`src/rtl/vx_tex_dcr_writer_if.sv`:
```
// DCR write bus into the texture units, plus the texture DCR map and field widths it carries.
// Each define is guarded so an enclosing build can supply its own values.
`ifndef VX_TEX_LOD_MAX
`define VX_TEX_LOD_MAX 11
`endif
`ifndef VX_TEX_LOD_BITS
`define VX_TEX_LOD_BITS 4
`endif
`ifndef TEX_ADDR_BITS
`define TEX_ADDR_BITS 32
`endif
`ifndef TEX_FORMAT_BITS
`define TEX_FORMAT_BITS 3
`endif
`ifndef TEX_FILTER_BITS
`define TEX_FILTER_BITS 2
`endif
`ifndef TEX_WRAP_BITS
`define TEX_WRAP_BITS 2
`endif
`ifndef TEX_MIPOFF_BITS
`define TEX_MIPOFF_BITS 32
`endif
`ifndef VX_DCR_ADDR_BITS
`define VX_DCR_ADDR_BITS 12
`endif
`ifndef VX_DCR_DATA_BITS
`define VX_DCR_DATA_BITS 32
`endif
`ifndef VX_DCR_TEX_STAGE
`define VX_DCR_TEX_STAGE  12'h010
`define VX_DCR_TEX_ADDR   12'h011
`define VX_DCR_TEX_FORMAT 12'h012
`define VX_DCR_TEX_FILTER 12'h013
`define VX_DCR_TEX_WRAP   12'h014
`define VX_DCR_TEX_LOGDIM 12'h015
`define VX_DCR_TEX_MIPOFF(lod) (12'h016 + 12'(lod))
`endif

interface VX_dcr_bus_if;
    logic                         write_valid;
    logic [`VX_DCR_ADDR_BITS-1:0] write_addr;
    logic [`VX_DCR_DATA_BITS-1:0] write_data;

    modport master (output write_valid, write_addr, write_data);
    modport slave  (input  write_valid, write_addr, write_data);
endinterface

```
`src/rtl/vx_tex_dcr_writer.sv`:
```
// Serializes one texture-stage descriptor into the ordered DCR write burst (STAGE first).
// Optional TEX_DCR_WRITER_DELTA_EN: per-stage shadow that skips registers whose value is unchanged.
module vx_tex_dcr_writer #(
    parameter string INSTANCE_ID = "",
    parameter int    NUM_STAGES  = 1,
    localparam int   SW          = (NUM_STAGES > 1) ? $clog2(NUM_STAGES) : 1
) (
    input  logic                                            clk,
    input  logic                                            reset,
    input  logic                                            req_valid,
    output logic                                            req_ready,
    input  logic [SW-1:0]                                   req_stage,
    input  logic [`TEX_ADDR_BITS-1:0]                       req_baseaddr,
    input  logic [`TEX_FORMAT_BITS-1:0]                     req_format,
    input  logic [`TEX_FILTER_BITS-1:0]                     req_filter,
    input  logic [1:0][`TEX_WRAP_BITS-1:0]                  req_wraps,
    input  logic [1:0][`VX_TEX_LOD_BITS-1:0]                req_logdims,
    input  logic [`VX_TEX_LOD_MAX:0][`TEX_MIPOFF_BITS-1:0]  req_mipoffs,
    VX_dcr_bus_if.master                                    dcr_bus_if,
    output logic                                            busy
);
    // state  | meaning
    // IDLE   | ready for a descriptor; on accept the STAGE write is launched directly
    // SEND   | issuing the remaining pending registers, one per cycle, lowest index first

    localparam int NREG = 6 + `VX_TEX_LOD_MAX;   // registers after STAGE
    localparam int RW   = $clog2(NREG);
    localparam int LW   = $clog2(`VX_TEX_LOD_MAX + 1);
    localparam int NSLOT = 2 ** SW;

    localparam logic [0:0] S_IDLE = 1'b0;
    localparam logic [0:0] S_SEND = 1'b1;

    typedef logic [`VX_DCR_DATA_BITS-1:0] word_t;
    typedef logic [`VX_DCR_ADDR_BITS-1:0] addr_t;

    typedef struct packed {
        logic [`TEX_ADDR_BITS-1:0]                      baseaddr;
        logic [`TEX_FORMAT_BITS-1:0]                    format;
        logic [`TEX_FILTER_BITS-1:0]                    filter;
        logic [1:0][`TEX_WRAP_BITS-1:0]                 wraps;
        logic [1:0][`VX_TEX_LOD_BITS-1:0]               logdims;
        logic [`VX_TEX_LOD_MAX:0][`TEX_MIPOFF_BITS-1:0] mipoffs;
    } desc_t;

    // Register r maps to burst index r+1: ADDR, FORMAT, FILTER, WRAP, LOGDIM, MIPOFF(0..LOD_MAX).
    function automatic addr_t reg_addr(input logic [RW-1:0] r);
        addr_t a;
        case (r)
            RW'(0):  a = `VX_DCR_TEX_ADDR;
            RW'(1):  a = `VX_DCR_TEX_FORMAT;
            RW'(2):  a = `VX_DCR_TEX_FILTER;
            RW'(3):  a = `VX_DCR_TEX_WRAP;
            RW'(4):  a = `VX_DCR_TEX_LOGDIM;
            default: a = `VX_DCR_TEX_MIPOFF(r - RW'(5));
        endcase
        return a;
    endfunction

    function automatic word_t reg_data(input logic [RW-1:0] r, input desc_t d);
        word_t w;
        w = '0;
        case (r)
            RW'(0): w[`TEX_ADDR_BITS-1:0]   = d.baseaddr;
            RW'(1): w[`TEX_FORMAT_BITS-1:0] = d.format;
            RW'(2): w[`TEX_FILTER_BITS-1:0] = d.filter;
            RW'(3): begin
                w[`TEX_WRAP_BITS-1:0]       = d.wraps[0];
                w[16 +: `TEX_WRAP_BITS]     = d.wraps[1];
            end
            RW'(4): begin
                w[`VX_TEX_LOD_BITS-1:0]     = d.logdims[0];
                w[16 +: `VX_TEX_LOD_BITS]   = d.logdims[1];
            end
            default: w[`TEX_MIPOFF_BITS-1:0] = d.mipoffs[LW'(r - RW'(5))];
        endcase
        return w;
    endfunction

    logic [0:0]      state_q, state_d;
    logic            req_ready_q, req_ready_d;
    logic            busy_q, busy_d;
    logic            wvalid_q, wvalid_d;
    addr_t           waddr_q, waddr_d;
    word_t           wdata_q, wdata_d;
    logic [SW-1:0]   stage_q, stage_d;
    desc_t           desc_q, desc_d;
    logic [NREG-1:0] pend_q, pend_d;
    logic [NREG-1:0] req_diff;
    logic [RW-1:0]   cur_r;
    desc_t           req_desc;

`ifdef TEX_DCR_WRITER_DELTA_EN
    word_t            shadow_q [NSLOT][NREG];
    word_t            shadow_d [NSLOT][NREG];
    logic [NSLOT-1:0] shvalid_q, shvalid_d;
`endif

    assign req_desc = '{baseaddr: req_baseaddr, format: req_format, filter: req_filter,
                        wraps: req_wraps, logdims: req_logdims, mipoffs: req_mipoffs};

    always_comb begin
        req_diff = '1;
`ifdef TEX_DCR_WRITER_DELTA_EN
        for (int r = 0; r < NREG; r++) begin
            req_diff[r] = !shvalid_q[req_stage] ||
                          (reg_data(RW'(r), req_desc) != shadow_q[req_stage][r]);
        end
`endif
    end

    always_comb begin
        cur_r = '0;
        for (int i = NREG - 1; i >= 0; i--) begin
            if (pend_q[i]) cur_r = RW'(i);
        end
    end

    always_comb begin
        state_d     = state_q;
        req_ready_d = req_ready_q;
        busy_d      = busy_q;
        wvalid_d    = 1'b0;
        waddr_d     = waddr_q;
        wdata_d     = wdata_q;
        stage_d     = stage_q;
        desc_d      = desc_q;
        pend_d      = pend_q;
`ifdef TEX_DCR_WRITER_DELTA_EN
        shadow_d    = shadow_q;
        shvalid_d   = shvalid_q;
`endif
        case (state_q)
            S_IDLE: begin
                req_ready_d = 1'b1;
                busy_d      = 1'b0;
                if (req_valid && req_ready_q) begin
                    stage_d     = req_stage;
                    desc_d      = req_desc;
                    pend_d      = req_diff;
                    wvalid_d    = 1'b1;
                    waddr_d     = `VX_DCR_TEX_STAGE;
                    wdata_d     = word_t'(req_stage);
                    busy_d      = 1'b1;
                    req_ready_d = 1'b0;
`ifdef TEX_DCR_WRITER_DELTA_EN
                    shvalid_d[req_stage] = 1'b1;
`endif
                    // An all-matching descriptor is just the STAGE write; stay in IDLE.
                    if (req_diff != '0) state_d = S_SEND;
                end
            end
            default: begin
                wvalid_d = 1'b1;
                waddr_d  = reg_addr(cur_r);
                wdata_d  = reg_data(cur_r, desc_q);
                pend_d   = pend_q & ~(NREG'(1) << cur_r);
`ifdef TEX_DCR_WRITER_DELTA_EN
                shadow_d[stage_q][cur_r] = wdata_d;
`endif
                if (pend_d == '0) state_d = S_IDLE;
            end
        endcase
    end

    always_ff @(posedge clk or posedge reset) begin
        if (reset) begin
            state_q     <= S_IDLE;
            req_ready_q <= 1'b1;
            busy_q      <= 1'b0;
            wvalid_q    <= 1'b0;
            waddr_q     <= '0;
            wdata_q     <= '0;
            stage_q     <= '0;
            desc_q      <= '0;
            pend_q      <= '0;
`ifdef TEX_DCR_WRITER_DELTA_EN
            shvalid_q   <= '0;
`endif
        end else begin
            state_q     <= state_d;
            req_ready_q <= req_ready_d;
            busy_q      <= busy_d;
            wvalid_q    <= wvalid_d;
            waddr_q     <= waddr_d;
            wdata_q     <= wdata_d;
            stage_q     <= stage_d;
            desc_q      <= desc_d;
            pend_q      <= pend_d;
`ifdef TEX_DCR_WRITER_DELTA_EN
            shvalid_q   <= shvalid_d;
`endif
        end
    end

`ifdef TEX_DCR_WRITER_DELTA_EN
    // Shadow contents are only meaningful under their valid bit, so they need no reset.
    always_ff @(posedge clk) begin
        shadow_q <= shadow_d;
    end
`endif

    assign req_ready              = req_ready_q;
    assign busy                   = busy_q;
    assign dcr_bus_if.write_valid = wvalid_q;
    assign dcr_bus_if.write_addr  = waddr_q;
    assign dcr_bus_if.write_data  = wdata_q;

endmodule

```
`src/flat_wrapper.sv`:
```
// flat-port wrapper written by rule: the top's interface ports become plain ports
module vx_tex_dcr_writer_flat 
#(
    parameter string INSTANCE_ID = "",
    parameter int    NUM_STAGES  = 1,
    localparam int   SW          = (NUM_STAGES > 1) ? $clog2(NUM_STAGES) : 1
)
  (clk, reset, req_valid, req_ready, req_stage, req_baseaddr, req_format, req_filter, req_wraps, req_logdims, req_mipoffs, busy, dcr_bus_if_write_valid, dcr_bus_if_write_addr, dcr_bus_if_write_data);
  VX_dcr_bus_if dcr_bus_if_i ();
  input  logic clk;
  input  logic reset;
  input  logic req_valid;
  output logic req_ready;
  input  logic [SW-1:0] req_stage;
  input  logic [`TEX_ADDR_BITS-1:0] req_baseaddr;
  input  logic [`TEX_FORMAT_BITS-1:0] req_format;
  input  logic [`TEX_FILTER_BITS-1:0] req_filter;
  input  logic [1:0][`TEX_WRAP_BITS-1:0] req_wraps;
  input  logic [1:0][`VX_TEX_LOD_BITS-1:0] req_logdims;
  input  logic [`VX_TEX_LOD_MAX:0][`TEX_MIPOFF_BITS-1:0] req_mipoffs;
  output logic busy;
  output wire logic [$bits(dcr_bus_if_i.write_valid)-1:0] dcr_bus_if_write_valid;
  output wire logic [$bits(dcr_bus_if_i.write_addr)-1:0] dcr_bus_if_write_addr;
  output wire logic [$bits(dcr_bus_if_i.write_data)-1:0] dcr_bus_if_write_data;
  assign dcr_bus_if_write_valid = dcr_bus_if_i.write_valid;
  assign dcr_bus_if_write_addr = dcr_bus_if_i.write_addr;
  assign dcr_bus_if_write_data = dcr_bus_if_i.write_data;
  vx_tex_dcr_writer #(.INSTANCE_ID(INSTANCE_ID), .NUM_STAGES(NUM_STAGES)) u_core (.clk(clk), .reset(reset), .req_valid(req_valid), .req_ready(req_ready), .req_stage(req_stage), .req_baseaddr(req_baseaddr), .req_format(req_format), .req_filter(req_filter), .req_wraps(req_wraps), .req_logdims(req_logdims), .req_mipoffs(req_mipoffs), .dcr_bus_if(dcr_bus_if_i), .busy(busy));
endmodule
```
`config.mk`:
```
export PLATFORM = sky130hd
export DESIGN_NAME = vx_tex_dcr_writer_flat
export DESIGN_NICKNAME = d
export VERILOG_FILES = /design/src/rtl/vx_tex_dcr_writer_if.sv /design/src/rtl/vx_tex_dcr_writer.sv /design/src/flat_wrapper.sv
export SDC_FILE = /design/constraint.sdc
export NUM_CORES = 1
export LEC_CHECK = 0
export BUFFER_PORTS_ARGS = -buffer_cell sky130_fd_sc_hd__clkbuf_2
export CAP_MARGIN = 5
export CORE_UTILIZATION = 44
export DETAILED_ROUTE_END_ITERATION = 8
export HOLD_SLACK_MARGIN = 0.12
export PLACE_DENSITY_LB_ADDON = 0.2
export SLEW_MARGIN = 5
export SYNTH_ARGS = -nofsm -noshare
export SYNTH_HDL_FRONTEND = slang
export SYNTH_SLANG_ARGS = --single-unit
```
`constraint.sdc`:
```
create_clock -name clk -period 20.6 [get_ports clk]
set_clock_uncertainty 0.05 [all_clocks]
set_input_delay 1.03 -clock clk [delete_from_list [all_inputs] [get_ports clk]]
set_output_delay 1.03 -clock clk [all_outputs]
set_load 0.02 [all_outputs]
```
==> flow_summary.ini, run 1 <==
[power]
seqPwrFrac_pct = 27.6
combPwrFrac_pct = 56.3
p_sw_mw = 3.042
vdd_ir_drop_max_uv = 161.3
switching_share_pct = 48.66
power-per-cell-area_nw_per_um2 = 228.6
clock_power_share_pct = 16.1
p_int_mw = 3.210
cellLeakagePower_nw = 14.66

[setup_path]
worstPathArrival_ps = 6100
crit_required_ps = 21020
r2r_start = u_core.pend_q[7]
startpoint_type = flip-flop
crit_end = u_core.dcr_bus_if.write_data[13]
crit_type = reg2reg
rr_worst_depth = 14
critPathMaxFanout = 49
reg2reg_to = u_core.dcr_bus_if.write_data[13]
crit_path_start = u_core.pend_q[7]
worstSetupEndpointType = flip-flop
r2r_slack_ps = 14920

[clock_tree]
clockBufferDepth = 3
cts_tree = built
clk_latency_ps = 620
numCtsBuffers = 55
hold_buffers = 0
path_clk_slew_ps = 60
cts_max_level = 2
cts.repair.resized = 0
clock_sinks = 497
postCtsSetupBuffers = 0
clk_root_buffer_cell = clkbuf_16

[global_routing]
antenna_found_initial = 8
grt_start_max_net_pins = 224
grt_pass1_wl_um = 124500
track_usage_pct = 31.39
grt_overflow_total = 0
grt_pass1_vias = 20590

[timing]
relSlewSlack_pct = 19.78
tightest_slew_ps = 1203
fin_setup_tns_ps = 0
finalCritPeriodShare_pct = 27.56
hold_violations = 0
fmax_ghz = 0.1762
rsz0062_at_grt = no
setup_violations = 0
finalMaxSlewViolations = 0
period_needed_ps = 5677
holdWs_ps = 420.6

[flow_run]
maxCapViolCount = 0

[yosys]
synth_cell_type_count = 67
synth.avg_cell_area_um2 = 8.613
ys_top_cells_by_area = dfrtp_1, nand2_1, mux4_2
syn-num-nets = 3075
netlist_instances = 2631
netlist_area_um2 = 22660
synth_top_area_share_pct = 54.77
yosys_warnings = 0
async_flop_share_pct = 100.0
synth_ff_type = dfrtp_1
yosysSeqAreaShare_pct = 54.89
yosys.area.top_type = dfrtp_1
synth_seq_cells = 497
synth_edf_count = 0

[layout]
layout.nets = 3474
finalNonFillerCells = 3749
final_common_cell = nand2_1
area_delta_synth_final_pct = 20.69
drive_gt1_share_pct = 22.18
final_util_pct = 54.18
final-seq-area_um2 = 12440
multiInputGateArea_um2 = 9528
nFillCells = 4832
mostFrequentLayoutCells = nand2_1, dfrtp_1, clkbuf_2, clkbuf_16, a21oi_1

[status]
status = finished clean

[drt]
antenna_left = 0
num_vias = 20420
avgRoutedWirePerCell_um = 22.05
via_per_inst = 5.447
dr.first_iter.drc_count = 1986
drc = 0
dr.pass1.iters = 7
wl_um = 82680

[hold_path]
whs_path_depth = 2
hp-class = reg2reg

[placed_design]
place_congestion = 0.9165
detailed_place_hpwl_um = 59700
placedCellCount = 3645
io_buffers = 483

[die]
io_pins = 484
die_area_um2 = 52410
core-area_um2 = 50480
row_count = 82
start_util_pct = 44.89
fp.dieH_um = 228.9
die_x_um = 228.9
==> power by group through the flow <==
stage	Clock [mW]	Combinational [mW]	Sequential, mW
2_1_floorplan	0	2.28	1.66
3_3_place_gp	0	3.42	1.73
3_5_place_dp	0	3.48	1.72
4_1_cts	1.02	3.49	1.72
5_1_grt	1.05	3.77	1.77
6_report	1.00	3.52	1.73
==> worst max-delay path: stages, from the launching register on <==
cell and delay [ps]:
dfrtp_1 460, or3_1 430, o21ai_2 450, nand2_4 350, inv_4 520, ha_1 320, nand2b_1 160, o211a_4 660
inv_2 290, buf_4 390, nor2_1 760, o211ai_1 200, o211a_1 180, nand4b_1 80, o211ai_1 120
==> registers in the layout (all words and copies together) (netlist names) <==
name	count
u_core.dcr_bus_if.write_valid	1
u_core.dcr_bus_if.write_addr	11
u_core.dcr_bus_if.write_data	32
u_core.pend_q	17
u_core.req_ready	1
u_core.desc_q	433
u_core.state_q	1
u_core.busy	1
==> cell families (layout without fill, tap and decap cells) <==
logic type	count (synthesis)	after routing	synth area share (%)
and+or+nand+nor	1617	1617	27.85
DFF	497	497	54.89
AOI/OAI and AO/OA	241	241	7.543
buffers and inverters	182	626	3.363
muxes	85	85	5.891
adders and majority gates	7	7	0.3865
xor gates and xnor gates	2	2	0.07732
other	0	2	0
==> worst min path at each step <==
stage / start / endpoint / slack [ps]
4_1_cts: u_core.desc_q[288] / u_core.desc_q[288] / 420
3_3_place_gp: u_core.desc_q[66] / u_core.desc_q[66] / 400
5_1_grt: u_core.desc_q[337] / u_core.desc_q[337] / 440
2_1_floorplan: u_core.desc_q[197] / u_core.desc_q[197] / 390
6_report: u_core.desc_q[332] / u_core.desc_q[332] / 420
3_5_place_dp: u_core.desc_q[288] / u_core.desc_q[288] / 410
==> routing by layer <==
metal / track usage, % / routed length (um)
met1: 43.03 / 35080
met2: 47.39 / 36910
met3: 7.023 / 6700
met4: 14.71 / 3905
met5: 0 / 85
==> Yosys cell counts, types with 12 or more instances <==
library cell	number
a21oi_1	57
mux4_2	38
buf_2	24
nand2_1	1510
mux2i_1	40
o21ai_0	35
nand3_1	31
a32oi_1	45
inv_1	12
a22oi_1	12
dfrtp_1	496
nor2_1	22
a22o_1	14
o211ai_1	14
clkbuf_1	128
and3_1	12
==> metrics by stage <==
| step | total power [mW] | cell area, um^2 | setup WS [ps] |
|---|---|---|---|
| 2_1_floorplan | 3.932 | 22660 | 5647 |
| 3_3_place_gp | 5.145 | 25510 | 15110 |
| 3_5_place_dp | 5.200 | 25510 | 15000 |
| 4_1_cts | 6.224 | 27340 | 14980 |
| 5_1_grt | 6.589 | 27350 | 14590 |
| 6_report | 6.251 | 27350 | 14920 |
==> final cells by class <==
class	instances	area share [%]
sequential	497	45.48
multi-input combinational	1952	34.84
timing repair buffer	509	9.644
clock buffer	76	5.801
tap	672	3.074
clock inverter	26	0.9013
inverter	15	0.2425
antenna	2	0.01830
Power figures use the tool's default switching activity.
==> run 2: changes to the inputs <==
clock period = 5.9 ns   (was 20.6 ns; I/O delays follow)
==> flow_summary.ini, run 2 (synthesis results as in run 1) <==
[status]
status = finished clean

[timing]
finalMaxSlewViolations = 0
setup_violations = 0
setup_ws_ps = 1559
rsz0062_at_grt = no
fmax_ghz = 0.2303
tightest_slew_ps = 1310
hold_violations = 0
period_needed_ps = 4341
finalCritPeriodShare_pct = 73.58
holdWs_ps = 197.9
relSlewSlack_pct = 12.64

[placed_design]
place_congestion = 0.9258
pre_cts_ws_ps = 1598
io_buffers = 483
detailed_place_hpwl_um = 60770
place_area_um2 = 25580

[clock_tree]
clk_latency_ps = 620
cts_tree = built
numCtsBuffers = 53
cts_max_level = 2
hold_buffers = 434
clk_root_buffer_cell = clkbuf_16
path_clk_slew_ps = 60
clockBufferDepth = 3
clock_sinks = 497
cts.repair.resized = 0
postCtsSetupBuffers = 0

[drt]
wl_um = 95170
dr.first_iter.drc_count = 2272
via_per_inst = 5.541
avgRoutedWirePerCell_um = 22.75
num_vias = 23180
drc = 0
antenna_left = 0
dr.pass1.iters = 6

[global_routing]
grt.busiest_layer = met2
grt_pass1_wl_um = 144000
grt_pass1_vias = 23690
grt_start_max_net_pins = 226
grt_overflow_total = 0
antenna_found_initial = 12
grtUsageMet2_pct = 56.27
grt_use_met3_pct = 8.533
track_usage_pct = 36.44
met1_usage_pct = 47.50

[power]
combPwrFrac_pct = 56.8
seqPwrFrac_pct = 27.5
p_int_mw = 11.49
cellLeakagePower_nw = 16.52
clock_power_share_pct = 15.7
p_sw_mw = 10.87
switching_share_pct = 48.61
power-per-cell-area_nw_per_um2 = 703.4
power_mw = 22.37
vdd_ir_drop_max_uv = 635.3

[layout]
drive_gt1_share_pct = 19.31
largest_reg_flops = 433
area_delta_synth_final_pct = 40.31
layout.nets = 3904
nFillCells = 4065
regMostFlops = u_core.desc_q
mostFrequentLayoutCells = nand2_1, dfrtp_1, clkbuf_2, dlygate4sd3_1, clkbuf_16
final_area_um2 = 31800
final_common_cell = nand2_1

[setup_path]
rr_worst_depth = 14
startpoint_type = flip-flop
worstPathArrival_ps = 4820
critPathMaxFanout = 26
crit_required_ps = 6380
worstSetupEndpointType = flip-flop
crit_type = reg2reg

[die]
die_area_um2 = 52410
start_util_pct = 44.89
die_x_um = 228.9
io_pins = 484
row_count = 82
core-area_um2 = 50480
fp.dieH_um = 228.9

[hold_path]
whs_path_depth = 3
hp-class = in2reg

[flow_run]
maxCapViolCount = 0
## run 2: routing by layer
metal  share of wire, %  up-vias
li1                   -    10200
met1                 40    11420
met2                 46     1241
met3                8.5      319
met4                5.8        6
met5              0.034        -
## run 2: stage by stage
stage | TNS, ps | utilization, % | instances
final | 0 | 62.99 | 4183
after global routing | 0 | 62.97 | 4180
after CTS | 0 | 62.94 | 4173
after detailed placement | 0 | 50.68 | 3643
after global placement | 0 | 50.68 | 3643
after floorplan | -588600 | - | 2631
## run 2: critical path, stage by stage (launching register included)
cell and delay (ps):
dfrtp_1 500, or3_1 370, a221oi_2 250, o21ai_2 230, nand2_4 340, inv_4 140, ha_1 360, nor3_1 190
a21oi_1 60, o21a_1 390, buf_4 260, nor2b_4 580, a21oi_1 140, nand4b_1 240, o211ai_1 130
## run 2: worst paths after layout
path | start | to | slack [ps]
worst max-delay path | u_core.pend_q[0] | u_core.dcr_bus_if.write_data[13] | 1560
worst min-delay path | req_stage | u_core.dcr_bus_if.write_data[0] | 200
worst max register to register | u_core.pend_q[0] | u_core.dcr_bus_if.write_data[13] | 1560
worst min register to register | u_core.desc_q[431] | u_core.desc_q[431] | 420
max in group asynchronous | reset | u_core.desc_q[99] | 3940
min in group asynchronous | reset | u_core.desc_q[0] | 310
## run 2: cell type report
class	count	area, um^2	area share [%]
clock buffers	81	1664	5.234
well taps	672	840.8	2.644
multi-input cells	1952	9533	29.98
clock inverters	15	177.7	0.5588
repair buffers	941	7054	22.19
inverters	15	62.56	0.1968
diodes	10	25.02	0.07870
flip-flops and latches	497	12440	39.12
## run 2: power groups by stage
stage	registers [mW]	clock network (mW)	logic (mW)
2_1_floorplan	5.79	0	7.95
3_3_place_gp	6.13	0	12.2
3_5_place_dp	6.13	0	12.3
4_1_cts	6.09	3.53	12.5
5_1_grt	6.27	3.66	13.5
6_report	6.15	3.51	12.7
==> run 3: changes to the inputs <==
clock period = 3.9 ns   (was 5.9 ns; I/O delays follow)
==> flow_summary.ini, run 3 (synthesis results as in run 1) <==
[status]
status = finished clean

[timing]
hold_violations = 0
fmax_ghz = 0.2711
period_needed_ps = 3689
finalMaxSlewViolations = 0
relSlewSlack_pct = 40.86
finalCritPeriodShare_pct = 94.59
tightest_slew_ps = 887.2
setup_violations = 0
rsz0062_at_grt = no
fin_setup_tns_ps = 0

[die]
io_pins = 484
start_util_pct = 44.89
die_x_um = 228.9
row_count = 82
fp.dieH_um = 228.9
die_area_um2 = 52410
core-area_um2 = 50480

[global_routing]
grt_overflow_total = 0
grt_pass1_wl_um = 141200
antenna_found_initial = 3
grt_pass1_vias = 23710
track_usage_pct = 35.43
grt_start_max_net_pins = 136

[setup_path]
critPathMaxFanout = 21
crit_required_ps = 4380
worstPathArrival_ps = 4170
startpoint_type = flip-flop
worstSetupEndpointType = flip-flop
crit_type = reg2reg

[clock_tree]
numCtsBuffers = 53
cts_tree = built
clk_root_buffer_cell = clkbuf_16
postCtsSetupBuffers = 0
clock_sinks = 497
cts_max_level = 2
path_clk_slew_ps = 60
clk_latency_ps = 610
clockBufferDepth = 3

[layout]
mostFrequentLayoutCells = nand2_1, dfrtp_1, clkbuf_2, dlygate4sd3_1, clkbuf_16
multiInputGateArea_um2 = 9552
final_common_cell = nand2_1
final_util_pct = 63.46
regMostFlops = u_core.desc_q
layout.nets = 3941
nFillCells = 3985
area_delta_synth_final_pct = 41.37
drive_gt1_share_pct = 20.07
largest_reg_flops = 433
final-seq-area_um2 = 12440

[drt]
avgRoutedWirePerCell_um = 22.11
via_per_inst = 5.474
wl_met2_um = 42260
m1WireLength_um = 36810
num_vias = 23060
routed.top_layer = met5
wl_um = 93160
wl_met3_um = 8370
drc = 0
dr.first_iter.drc_count = 2209
dr.pass1.iters = 5
antenna_left = 0

[power]
power-per-cell-area_nw_per_um2 = 1066
vdd_ir_drop_max_uv = 1900
cellLeakagePower_nw = 16.66

[placed_design]
detailed_place_hpwl_um = 60360
place_congestion = 0.9211
io_buffers = 483

[hold_path]
hp-class = in2async

[flow_run]
maxCapViolCount = 0
run 3: changes by cell type in the layout (fill, tap and decap cells not counted), moves of 3 or more:
cell / before / now
buf_4: 15 / 47
clkbuf_8: 19 / 10
diode_2: 10 / 3
clkbuf_1: 7 / 12
buf_12: 9 / 12
clkinv_2: 10 / 13
run 3: area by class of cell:
cell class	instances	area share, %
repair buffers	978	23.07
clock buffers	76	4.788
diodes	3	0.02343
inverters	15	0.1953
clock inverters	20	0.6522
well taps	672	2.625
flip-flops and latches	497	38.83
multi-input cells	1952	29.82
run 3: power breakdown:
part | total (mW) | internal [mW] | switching (mW)
clock | 5.07 | 2.93 | 2.14
combinational | 19.9 | 7.43 | 12.5
sequential | 9.12 | 7.53 | 1.58
run 3: routing by layer:
metal  track usage, %  vias to the layer above
li1                 -                    10260
met4            20.10                        2
met2            54.24                     1232
met1            46.05                    11270
met5                0                        -
met3            8.633                      302
run 3: worst paths after layout:
path / slack, ps / endpoint / cells past startpoint / start
worst min register to register: 420 / u_core.desc_q[333] / 2 / u_core.desc_q[333]
worst min-delay path: 180 / u_core.dcr_bus_if.write_addr[6] / 3 / reset
min in group clk: 260 / u_core.dcr_bus_if.write_addr[8] / 5 / req_valid
worst max register to register: 210 / u_core.dcr_bus_if.write_data[9] / 14 / u_core.pend_q[4]
max in group asynchronous: 2350 / u_core.desc_q[49] / 5 / reset
worst max-delay path: 210 / u_core.dcr_bus_if.write_data[9] / 14 / u_core.pend_q[4]
run 3: what timing repair did:
action	CTS	global route
hold endpoints to repair	503	0
hold buffers	435	0
resized for setup	0	5
setup endpoints to repair	0	8
run 3: stage by stage:
step / hold slack (ps) / total power [mW] / cell area (um^2) / cells / setup slack, ps
3_3_place_gp: 226.4 / 27.94 / 25900 / 3679 / 247.0
3_5_place_dp: 232.9 / 28.12 / 25900 / 3679 / 166.1
6_report: 175.5 / 34.14 / 32040 / 4213 / 210.9
5_1_grt: 195.7 / 35.84 / 32030 / 4212 / 2.635
4_1_cts: 150.6 / 33.62 / 32000 / 4210 / 156.1
2_1_floorplan: 250.4 / 20.77 / 22660 / 2631 / -3087
run 3: critical path, cell delays in order, from the launching register on:
cell and delay (ps):
dfrtp_1 440, or3_1 400, a221oi_2 240, o21ai_2 140, nand2_4 90, inv_4 40, ha_1 220, nand2b_1 180
o211a_4 270, inv_2 330, buf_4 300, nand2_1 80, a32oi_1 510, a32oi_1 200, o21ai_0 110
